[config.mk]
export PLATFORM = sky130hd
export DESIGN_NAME = ibuffer_loader
export DESIGN_NICKNAME = d
export VERILOG_FILES = /design/src/rtl/ibuffer_loader.sv
export SDC_FILE = /design/constraint.sdc
export NUM_CORES = 1
export LEC_CHECK = 0
export CORE_MARGIN = 4
export CORE_UTILIZATION = 41
export DETAILED_ROUTE_END_ITERATION = 6
export PLACE_DENSITY = 0.86
export SLEW_MARGIN = 20
export SYNTH_ARGS = -nofsm -noshare
export SYNTH_HDL_FRONTEND = slang
export SYNTH_SLANG_ARGS = --single-unit
export TNS_END_PERCENT = 5
[constraint.sdc]
create_clock -name CLK -period 5 [get_ports CLK]
set_clock_uncertainty 0.1 [all_clocks]
set_input_delay 0.75 -clock CLK [delete_from_list [all_inputs] [get_ports CLK]]
set_output_delay 0.75 -clock CLK [all_outputs]
set_load 0.03 [all_outputs]
[src/rtl/ibuffer_loader.sv]
`default_nettype none
// ============================================================================
// Module   : ibuffer_loader
// Purpose  : Upstream feeder for the 4-column input buffer of the 4x4 MAC
//            array. A START pulse fetches four 32-bit words from the input
//            SRAM at BASE_ADDR..BASE_ADDR+3 (address wraps mod 2^AW). Each
//            word is written into buffer columns 0..3, then START_CALC is
//            pulsed. DONE is pulsed after a fixed CALC_CYCLES compute window.
//
// Ports    : CLK, RSTN          - clock, asynchronous active-low reset
//            START              - request, only honoured while idle
//            BASE_ADDR, ODST_IN - latched on an accepted START
//            MEM_CS, MEM_ADDR   - SRAM read strobe / address (combinational)
//            MEM_RDATA          - SRAM read data, 1-cycle latency
//            LOAD_EN, ICOL      - buffer column write enable / column index
//            IWord              - buffer write word ([31:24] -> column-0 reg)
//            START_CALC         - one-cycle launch pulse to the buffer
//            ODST_OUT           - destination tag held for the operation
//            BUSY, DONE         - activity flag / one-cycle completion pulse
//
// Options  : `define ILOADER_BSWAP_EN to byte-reverse MEM_RDATA onto IWord
//            (for SRAM images stored little-endian per row). Timing is
//            unchanged.
//
// Revision : 1.0 - initial release
// ============================================================================
module ibuffer_loader #(
    parameter int AW          = 8,
    parameter int CALC_CYCLES = 7    // legal range 1..255
) (
    input  logic          CLK,
    input  logic          RSTN,
    input  logic          START,
    input  logic [AW-1:0] BASE_ADDR,
    input  logic [3:0]    ODST_IN,
    output logic          MEM_CS,
    output logic [AW-1:0] MEM_ADDR,
    input  logic [31:0]   MEM_RDATA,
    output logic          LOAD_EN,
    output logic [1:0]    ICOL,
    output logic [31:0]   IWord,
    output logic          START_CALC,
    output logic [3:0]    ODST_OUT,
    output logic          BUSY,
    output logic          DONE
);

    localparam logic [2:0] c_IDLE  = 3'd0;
    localparam logic [2:0] c_FETCH = 3'd1;
    localparam logic [2:0] c_LAST  = 3'd2;
    localparam logic [2:0] c_KICK  = 3'd3;
    localparam logic [2:0] c_WAIT  = 3'd4;

    localparam logic [7:0] c_CALC  = 8'(CALC_CYCLES);

    logic [2:0]    r_state;
    logic [2:0]    w_next;
    logic [AW-1:0] r_base;
    logic [1:0]    r_idx;
    logic [7:0]    r_cnt;
    logic [3:0]    r_odst;
    logic          r_load_en;
    logic [1:0]    r_icol;
    logic          r_done;
    logic          w_wait_end;

    // The wait window ends when the counter reaches 1, giving exactly
    // CALC_CYCLES cycles in WAIT (counter values CALC_CYCLES..1).
    assign w_wait_end = (r_state == c_WAIT) && (r_cnt == 8'd1);

    // ------------------------------------------------------------------
    // State and datapath registers
    // ------------------------------------------------------------------
    always_ff @(posedge CLK or negedge RSTN) begin
        if (!RSTN) begin
            r_state <= c_IDLE;
            r_base  <= '0;
            r_idx   <= 2'd0;
            r_cnt   <= 8'd0;
            r_odst  <= 4'd0;
        end else begin
            r_state <= w_next;
            case (r_state)
                c_IDLE: begin
                    if (START) begin
                        r_base <= BASE_ADDR;
                        r_odst <= ODST_IN;
                        r_idx  <= 2'd0;
                    end
                end
                // Index wraps back to 0 after the fourth fetch.
                c_FETCH: r_idx <= r_idx + 2'd1;
                c_KICK:  r_cnt <= c_CALC;
                c_WAIT:  r_cnt <= r_cnt - 8'd1;
                default: ;
            endcase
        end
    end

    // ------------------------------------------------------------------
    // Next-state logic
    // ------------------------------------------------------------------
    always_comb begin
        w_next = r_state;
        case (r_state)
            c_IDLE:  if (START) w_next = c_FETCH;
            c_FETCH: if (r_idx == 2'd3) w_next = c_LAST;
            c_LAST:  w_next = c_KICK;
            c_KICK:  w_next = c_WAIT;
            c_WAIT:  if (w_wait_end) w_next = c_IDLE;
            default: w_next = c_IDLE;
        endcase
    end

    // ------------------------------------------------------------------
    // Combinational outputs
    // ------------------------------------------------------------------
    always_comb begin
        MEM_CS     = 1'b0;
        MEM_ADDR   = '0;
        START_CALC = 1'b0;
        BUSY       = (r_state != c_IDLE);
        case (r_state)
            c_FETCH: begin
                MEM_CS   = 1'b1;
                // Natural AW-bit overflow gives the wrap past all-ones.
                MEM_ADDR = r_base + {{(AW-2){1'b0}}, r_idx};
            end
            c_KICK:  START_CALC = 1'b1;
            default: ;
        endcase
    end

    // ------------------------------------------------------------------
    // Write-side pipeline: one cycle behind the SRAM strobe so the write
    // lines up with the SRAM's read latency.
    // ------------------------------------------------------------------
    always_ff @(posedge CLK or negedge RSTN) begin
        if (!RSTN) begin
            r_load_en <= 1'b0;
            r_icol    <= 2'd0;
            r_done    <= 1'b0;
        end else begin
            r_load_en <= MEM_CS;
            r_icol    <= r_idx;
            r_done    <= w_wait_end;
        end
    end

    assign LOAD_EN  = r_load_en;
    assign ICOL     = r_icol;
    assign DONE     = r_done;
    assign ODST_OUT = r_odst;

`ifdef ILOADER_BSWAP_EN
    assign IWord = {MEM_RDATA[7:0], MEM_RDATA[15:8], MEM_RDATA[23:16], MEM_RDATA[31:24]};
`else
    assign IWord = MEM_RDATA;
`endif

endmodule
`default_nettype wire
==> run_results.csv, run 1 <==
group,metric,value,unit
outcome,outcome,"finished, final reports clean",
layout,layout_common_cells,"clkdlybuf4s50_1, dfrtp_1, nand2_1, mux2_2",
floorplan,rows,23,
routing,wl_per_cell,13.0,um
worst_setup_path,cp_max_fo,6,
layout,num_antenna_cells,0,
power_and_ir_drop,power_leakage,0.824,nW
routing,drc,0,
timing,report.final.slew_viol_count,0,
power_and_ir_drop,power_frac_clock,0.135,
placement,place.gp.congestion,0.713,
power_and_ir_drop,p_per_area,702,nW/um2
timing,period_share,0.661,
floorplan,die-area,5250,um2
global_routing,grt_max_degree,30,
power_and_ir_drop,intPower,758,uW
yosys,synthesis.yosys.warnings,0,
routing,drtIter0Drc,58,
layout,drive_gt1_frac,0.137,
layout,fillCellCount,373,
layout,final_common_cell,"clkdlybuf4s50_1",
global_routing,overflow,0,
timing,max_freq,303,MHz
cts,cts-root-buf,"clkbuf_8",
routing,ant_nets,0,
placement,place_area,1820,um2
floorplan,core-area,4000,um2
floorplan,io_pins,98,
timing,worst_pin_slew,0.922,ns
global_routing,grt_pass1_vias,1064,
worst_setup_path,crit_type,"flip-flop to primary output",
global_routing,grt_use_total,0.118,
yosys,syn_inst,163,
hold_path,hold_path_class,"flip-flop to flip-flop",
power_and_ir_drop,swShare,0.432,
cts,cts.sinks,29,
power_and_ir_drop,total_power,1.33,mW
yosys,syn_nets,216,
worst_setup_path,start_kind,"flip-flop",
cts,clk_pin_slew_worst_paths,0.06,ns
floorplan,start_util,0.426,
worst_setup_path,worstPathArrival,2.45,ns
power_and_ir_drop,peakVddDrop,0.000367,V
timing,final.setup.tns,0,ns
timing,hold_violations,0,
yosys,synth_area,1700,um2
floorplan,die_h,72.4,um
cts,insertion_delay,0.28,ns
yosys,synth.area.top_cells,"dfrtp_1, buf_4, mux2_2",
worst_setup_path,endpoint_kind,"primary output",
global_routing,grt_first_pass_wirelength,4750,um
layout,fin_area,1900,um2
floorplan,die_width,72.4,um
yosys,ys_seq_area_frac,0.426,
cts,cts_buffers,5,
placement,dp_hpwl,2070,um
placement,io_buffer_count,33,
yosys,yosys.area.top_type,"dfrtp_1",
cts,postCtsResizedCells,0,
timing,grt_setup_unrepaired,"false",
yosys,yosys.area.top_type_share,0.426,
cts,cts_buffer_depth,2,
power_and_ir_drop,power_switching,575,uW
layout,nets,220,
routing,wl,2840,um
timing,slew_headroom,0.383,
cts,cts_setup_buffers,0,
routing,routed-via-count,1116,
layout,area_delta_synth_final,11.5,%
yosys,avgSynthCellArea,10.4,um2
cts,hold_buffers,0,
job,cap_violations,0,
routing,first_pass_iters,4,
cts,tritoncts,"done",
routing,vias_per_cell,5.12,
yosys,ys_seq_elements,29,
timing,finalSetupViolations,0,
timing,timing.final.crit_period,3.30,ns
power_and_ir_drop,power.share.combinational,0.537,
power_and_ir_drop,seqPwrFrac,0.328,
worst_setup_path,cp.required,4.15,ns
yosys,ys_types,33,
global_routing,antenna_found_initial,0,
cts,htreeDepth,2,
==> state kept, by name (all words and copies together) (netlist names) <==
| signal | count |
|---|---|
| r_cnt | 8 |
| r_base | 8 |
| ODST_OUT | 4 |
| r_idx | 2 |
| r_state | 3 |
| ICOL | 2 |
| LOAD_EN | 1 |
| DONE | 1 |
==> through the flow <==
step           setup slack [ns]  std cells  hold WS (ns)   util
2_1_floorplan              2.38        163         0.326      -
3_3_place_gp               2.03        210         0.348  0.455
3_5_place_dp               1.99        210         0.367  0.455
4_1_cts                    1.68        218         0.383  0.475
5_1_grt                    1.57        218         0.401  0.475
6_report                   1.70        218         0.379  0.475
==> Yosys cell counts (all sizes together) <==
| cell | n |
|---|---|
| buf | 37 |
| dfrtp | 29 |
| mux2 | 13 |
| nand2 | 12 |
| nor2 | 9 |
| a21oi | 8 |
| o21ai | 6 |
| ha | 5 |
| mux2i | 5 |
| nand3 | 5 |
| inv | 4 |
| and2 | 3 |
| nand4 | 3 |
| nor3 | 3 |
| o31ai | 3 |
| or3 | 3 |
| nand3b | 2 |
| nor3b | 2 |
| or4 | 2 |
| and3 | 1 |
| clkinv | 1 |
| fa | 1 |
| nand2b | 1 |
| nor4b | 1 |
| o21a | 1 |
| or3b | 1 |
| xnor2 | 1 |
| xor2 | 1 |
==> critical path, stage by stage, from the launching register on <==
cell             delay (ns)
dfrtp_1                0.44
ha_1                   0.30
a21oi_1                0.12
or4_1                  0.48
a21oi_1                0.15
clkdlybuf4s50_1        0.69
==> cells by family (layout without fill, tap and decap cells) <==
| kind of cell | count (synthesis) | count (layout) | synth area share |
|---|---|---|---|
| AO/OA/AOI/OAI | 18 | 18 | 0.0588 |
| flip-flops | 29 | 29 | 0.426 |
| AND/OR/NAND/NOR | 48 | 48 | 0.160 |
| multiplexers | 18 | 18 | 0.118 |
| adder cells (fa/ha/maj) | 6 | 6 | 0.0485 |
| XOR/XNOR | 2 | 2 | 0.0103 |
| buffers and inverters | 42 | 47 | 0.179 |
==> layout make-up <==
| type | instances | area, um2 | share of cell area |
|---|---|---|---|
| flip-flops and latches | 29 | 726 | 0.382 |
| repair buffers | 34 | 338 | 0.178 |
| well taps | 50 | 62.6 | 0.0329 |
| multi-input cells | 92 | 673 | 0.354 |
| clock buffers | 8 | 80.1 | 0.0422 |
| inverters | 5 | 20.0 | 0.0105 |
==> path summary, 6_finish.rpt <==
check | startpoint | to | slack (ns) | cells after the start
max in group asynchronous | RSTN | r_base[5]$_DFFE_PN0P_ | 3.78 | 2
worst max register to register | r_state[0]$_DFFE_PN0P_ | r_base[1]$_DFFE_PN0P_ | 3.00 | 2
worst max-delay path | r_idx[1]$_DFFE_PN0P_ | MEM_ADDR[7] | 1.70 | 5
worst min-delay path | r_idx[0]$_DFFE_PN0P_ | ICOL[0]$_DFF_PN0_ | 0.38 | 0
worst min register to register | r_idx[0]$_DFFE_PN0P_ | ICOL[0]$_DFF_PN0_ | 0.38 | 0
min in group asynchronous | RSTN | r_cnt[1]$_DFFE_PN0P_ | 0.75 | 2
==> per-layer routing <==
| layer | part of all wire | up-vias | global-route usage |
|---|---|---|---|
| met5 | 0 | - | 0 |
| met4 | 0.021 | 0 | 0.0635 |
| met3 | 0.11 | 8 | 0.0651 |
| met2 | 0.45 | 38 | 0.173 |
| met1 | 0.42 | 540 | 0.136 |
| li1 | - | 530 | - |
==> power groups by stage <==
stage | Clock, mW | Sequential (mW) | Combinational, mW
2_1_floorplan | 0 | 0.461 | 0.506
3_3_place_gp | 0 | 0.432 | 0.716
3_5_place_dp | 0 | 0.442 | 0.724
4_1_cts | 0.188 | 0.437 | 0.726
5_1_grt | 0.200 | 0.456 | 0.777
6_report | 0.180 | 0.437 | 0.716
Power figures use the tool's default switching activity.
==> run 2: changes to the inputs <==
--- a/config.mk
+++ b/config.mk
@@ -6,9 +6,9 @@
 export NUM_CORES = 1
 export LEC_CHECK = 0
 export CORE_MARGIN = 4
-export CORE_UTILIZATION = 41
+export CORE_UTILIZATION = 38
 export DETAILED_ROUTE_END_ITERATION = 6
-export PLACE_DENSITY = 0.86
+export PLACE_DENSITY = 0.8
 export SLEW_MARGIN = 20
 export SYNTH_ARGS = -nofsm -noshare
 export SYNTH_HDL_FRONTEND = slang
==> constraint.sdc (replaced) <==
create_clock -name CLK -period 3.45 [get_ports CLK]
set_clock_uncertainty 0.1 [all_clocks]
set_input_delay 0.5175 -clock CLK [delete_from_list [all_inputs] [get_ports CLK]]
set_output_delay 0.5175 -clock CLK [all_outputs]
set_load 0.03 [all_outputs]
==> run_results.csv, run 2 (synthesized netlist as in run 1, its figures left out) <==
group,metric,value,unit
outcome,outcome,"finished, final reports clean",
floorplan,die-area,5620,um2
cts,htreeDepth,2,
cts,insertion_delay,0.27,ns
cts,postCtsResizedCells,0,
power_and_ir_drop,peakVddDrop,0.000405,V
worst_setup_path,worst_path_largest_cell_delay,0.69,ns
timing,final.setup.tns,0,ns
timing,slew_headroom,0.572,
worst_setup_path,crit_path_start,"r_idx[1]$_DFFE_PN0P_",
power_and_ir_drop,power.share.combinational,0.537,
global_routing,grt_pass1_vias,1129,
timing,worst_pin_slew,0.639,ns
power_and_ir_drop,p_per_area,1020,nW/um2
cts,cts_setup_buffers,0,
worst_setup_path,reg2reg_to,"r_cnt[2]$_DFFE_PN0P_",
cts,cts_buffer_depth,2,
worst_setup_path,reg2reg_depth,3,
layout,layout_common_cells,"clkdlybuf4s50_1, dfrtp_1, nand2_1, mux2_2",
placement,place.gp.congestion,0.765,
worst_setup_path,crit_chain,"ha_1, a21oi_1, or4_1, a21oi_1, clkdlybuf4s50_1",
job,cap_violations,0,
worst_setup_path,endpoint_kind,"primary output",
global_routing,grt_use_total,0.114,
worst_setup_path,cp.required,2.83,ns
cts,tritoncts,"done",
timing,period_share,0.887,
cts,cts_buffers,5,
floorplan,core-area,4350,um2
routing,wl_per_cell,12.8,um
floorplan,rows,24,
layout,final_common_cell,"clkdlybuf4s50_1",
timing,max_freq,327,MHz
cts,hold_buffers,0,
timing,timing.final.crit_period,3.06,ns
floorplan,io_pins,98,
layout,num_antenna_cells,0,
worst_setup_path,cp_max_fo,6,
timing,finalSetupViolations,0,
power_and_ir_drop,power_switching,832,uW
worst_setup_path,worstPathArrival,2.44,ns
worst_setup_path,crit_top_cell,"a21oi_1",
power_and_ir_drop,power_frac_clock,0.140,
power_and_ir_drop,seqPwrFrac,0.323,
floorplan,die_width,74.9,um
layout,area_delta_synth_final,12.5,%
cts,clk_pin_slew_worst_paths,0.06,ns
global_routing,overflow,0,
power_and_ir_drop,power_leakage,0.834,nW
timing,report.final.slew_viol_count,0,
hold_path,holdPathStages,1,
routing,first_pass_iters,3,
worst_setup_path,slowest_stage,"clkdlybuf4s50_1",
power_and_ir_drop,swShare,0.426,
hold_path,hold_path_end,"r_cnt[7]$_DFFE_PN0P_",
routing,ant_nets,0,
global_routing,grt_max_degree,30,
floorplan,die_h,74.9,um
global_routing,antenna_found_initial,0,
worst_setup_path,cp_num_buf_inv,1,
cts,cts-root-buf,"clkbuf_8",
placement,dp_hpwl,2060,um
hold_path,hold_path_class,"flip-flop to flip-flop",
hold_path,hold_start,"r_cnt[7]$_DFFE_PN0P_",
routing,drtIter0Drc,70,
worst_setup_path,regToRegStartpoint,"r_state[0]$_DFFE_PN0P_",
timing,fin_hold_ws,0.379,ns
cts,cts.sinks,29,
routing,drc,0,
routing,routed-via-count,1095,
timing,grt_setup_unrepaired,"false",
worst_setup_path,rrSetupSlack,1.57,ns
worst_setup_path,start_kind,"flip-flop",
layout,drive_gt1_frac,0.149,
floorplan,start_util,0.391,
timing,hold_violations,0,
power_and_ir_drop,intPower,1.12,mW
worst_setup_path,path_delay_family,"buffers and inverters",
routing,wl,2810,um
global_routing,grt_first_pass_wirelength,4830,um
layout,nets,221,
worst_setup_path,crit_type,"flip-flop to primary output",
placement,io_buffer_count,33,
routing,vias_per_cell,4.98,
## run 2: changes by cell type in the layout (fill, tap and decap cells not counted)
cell,previous run,this run
buf_4,1,2
clkbuf_1,3,1
clkbuf_8,5,6
## run 2: per-layer routing
layer,track usage,vias up,share of wire
li1,-,530,-
met1,0.124,524,0.41
met2,0.181,30,0.48
met3,0.0507,11,0.082
met4,0.0692,0,0.027
met5,0,-,0
## run 2: worst max path at each step
stage / end / slack [ns] / cells after the start
finish: MEM_ADDR[7] / 0.39 / 5
CTS: MEM_ADDR[7] / 0.39 / 5
global placement: MEM_ADDR[7] / 0.71 / 5
detailed placement: MEM_ADDR[7] / 0.69 / 5
global route: MEM_ADDR[7] / 0.29 / 5
floorplan: MEM_ADDR[7] / 1.06 / 4
## run 2: power by group through the flow
| stage | logic (mW) | registers (mW) | clock network, mW |
|---|---|---|---|
| finish | 1.05 | 0.631 | 0.273 |
| global route | 1.14 | 0.659 | 0.300 |
| CTS | 1.06 | 0.632 | 0.281 |
| detailed placement | 1.06 | 0.638 | 0 |
| global placement | 1.04 | 0.627 | 0 |
| floorplan | 0.734 | 0.668 | 0 |
## run 2: worst reg2reg max path, stage by stage (launching register included)
cell     delay (ns)
dfrtp_1        0.49
nor3b_2        0.60
mux2_2         0.40
o21a_1         0.16
## run 2: per-stage QoR
stage | util | instances | power (mW) | cell area [um2] | setup WS, ns
final | 0.440 | 220 | 1.95 | 1920 | 0.390
after global routing | 0.440 | 220 | 2.09 | 1920 | 0.289
after CTS | 0.440 | 220 | 1.97 | 1920 | 0.387
after detailed placement | 0.420 | 213 | 1.69 | 1830 | 0.690
after global placement | 0.420 | 213 | 1.67 | 1830 | 0.705
after floorplan | - | 163 | 1.40 | 1700 | 1.06
## run 2: area by class of cell
type | count | area (um2)
Fill cell | 407 | 2440
Clock buffer | 7 | 86.3
Sequential cell | 29 | 726
Timing Repair Buffer | 35 | 345
Inverter | 5 | 20.0
Multi-Input combinational cell | 92 | 673
Tap cell | 52 | 65.1
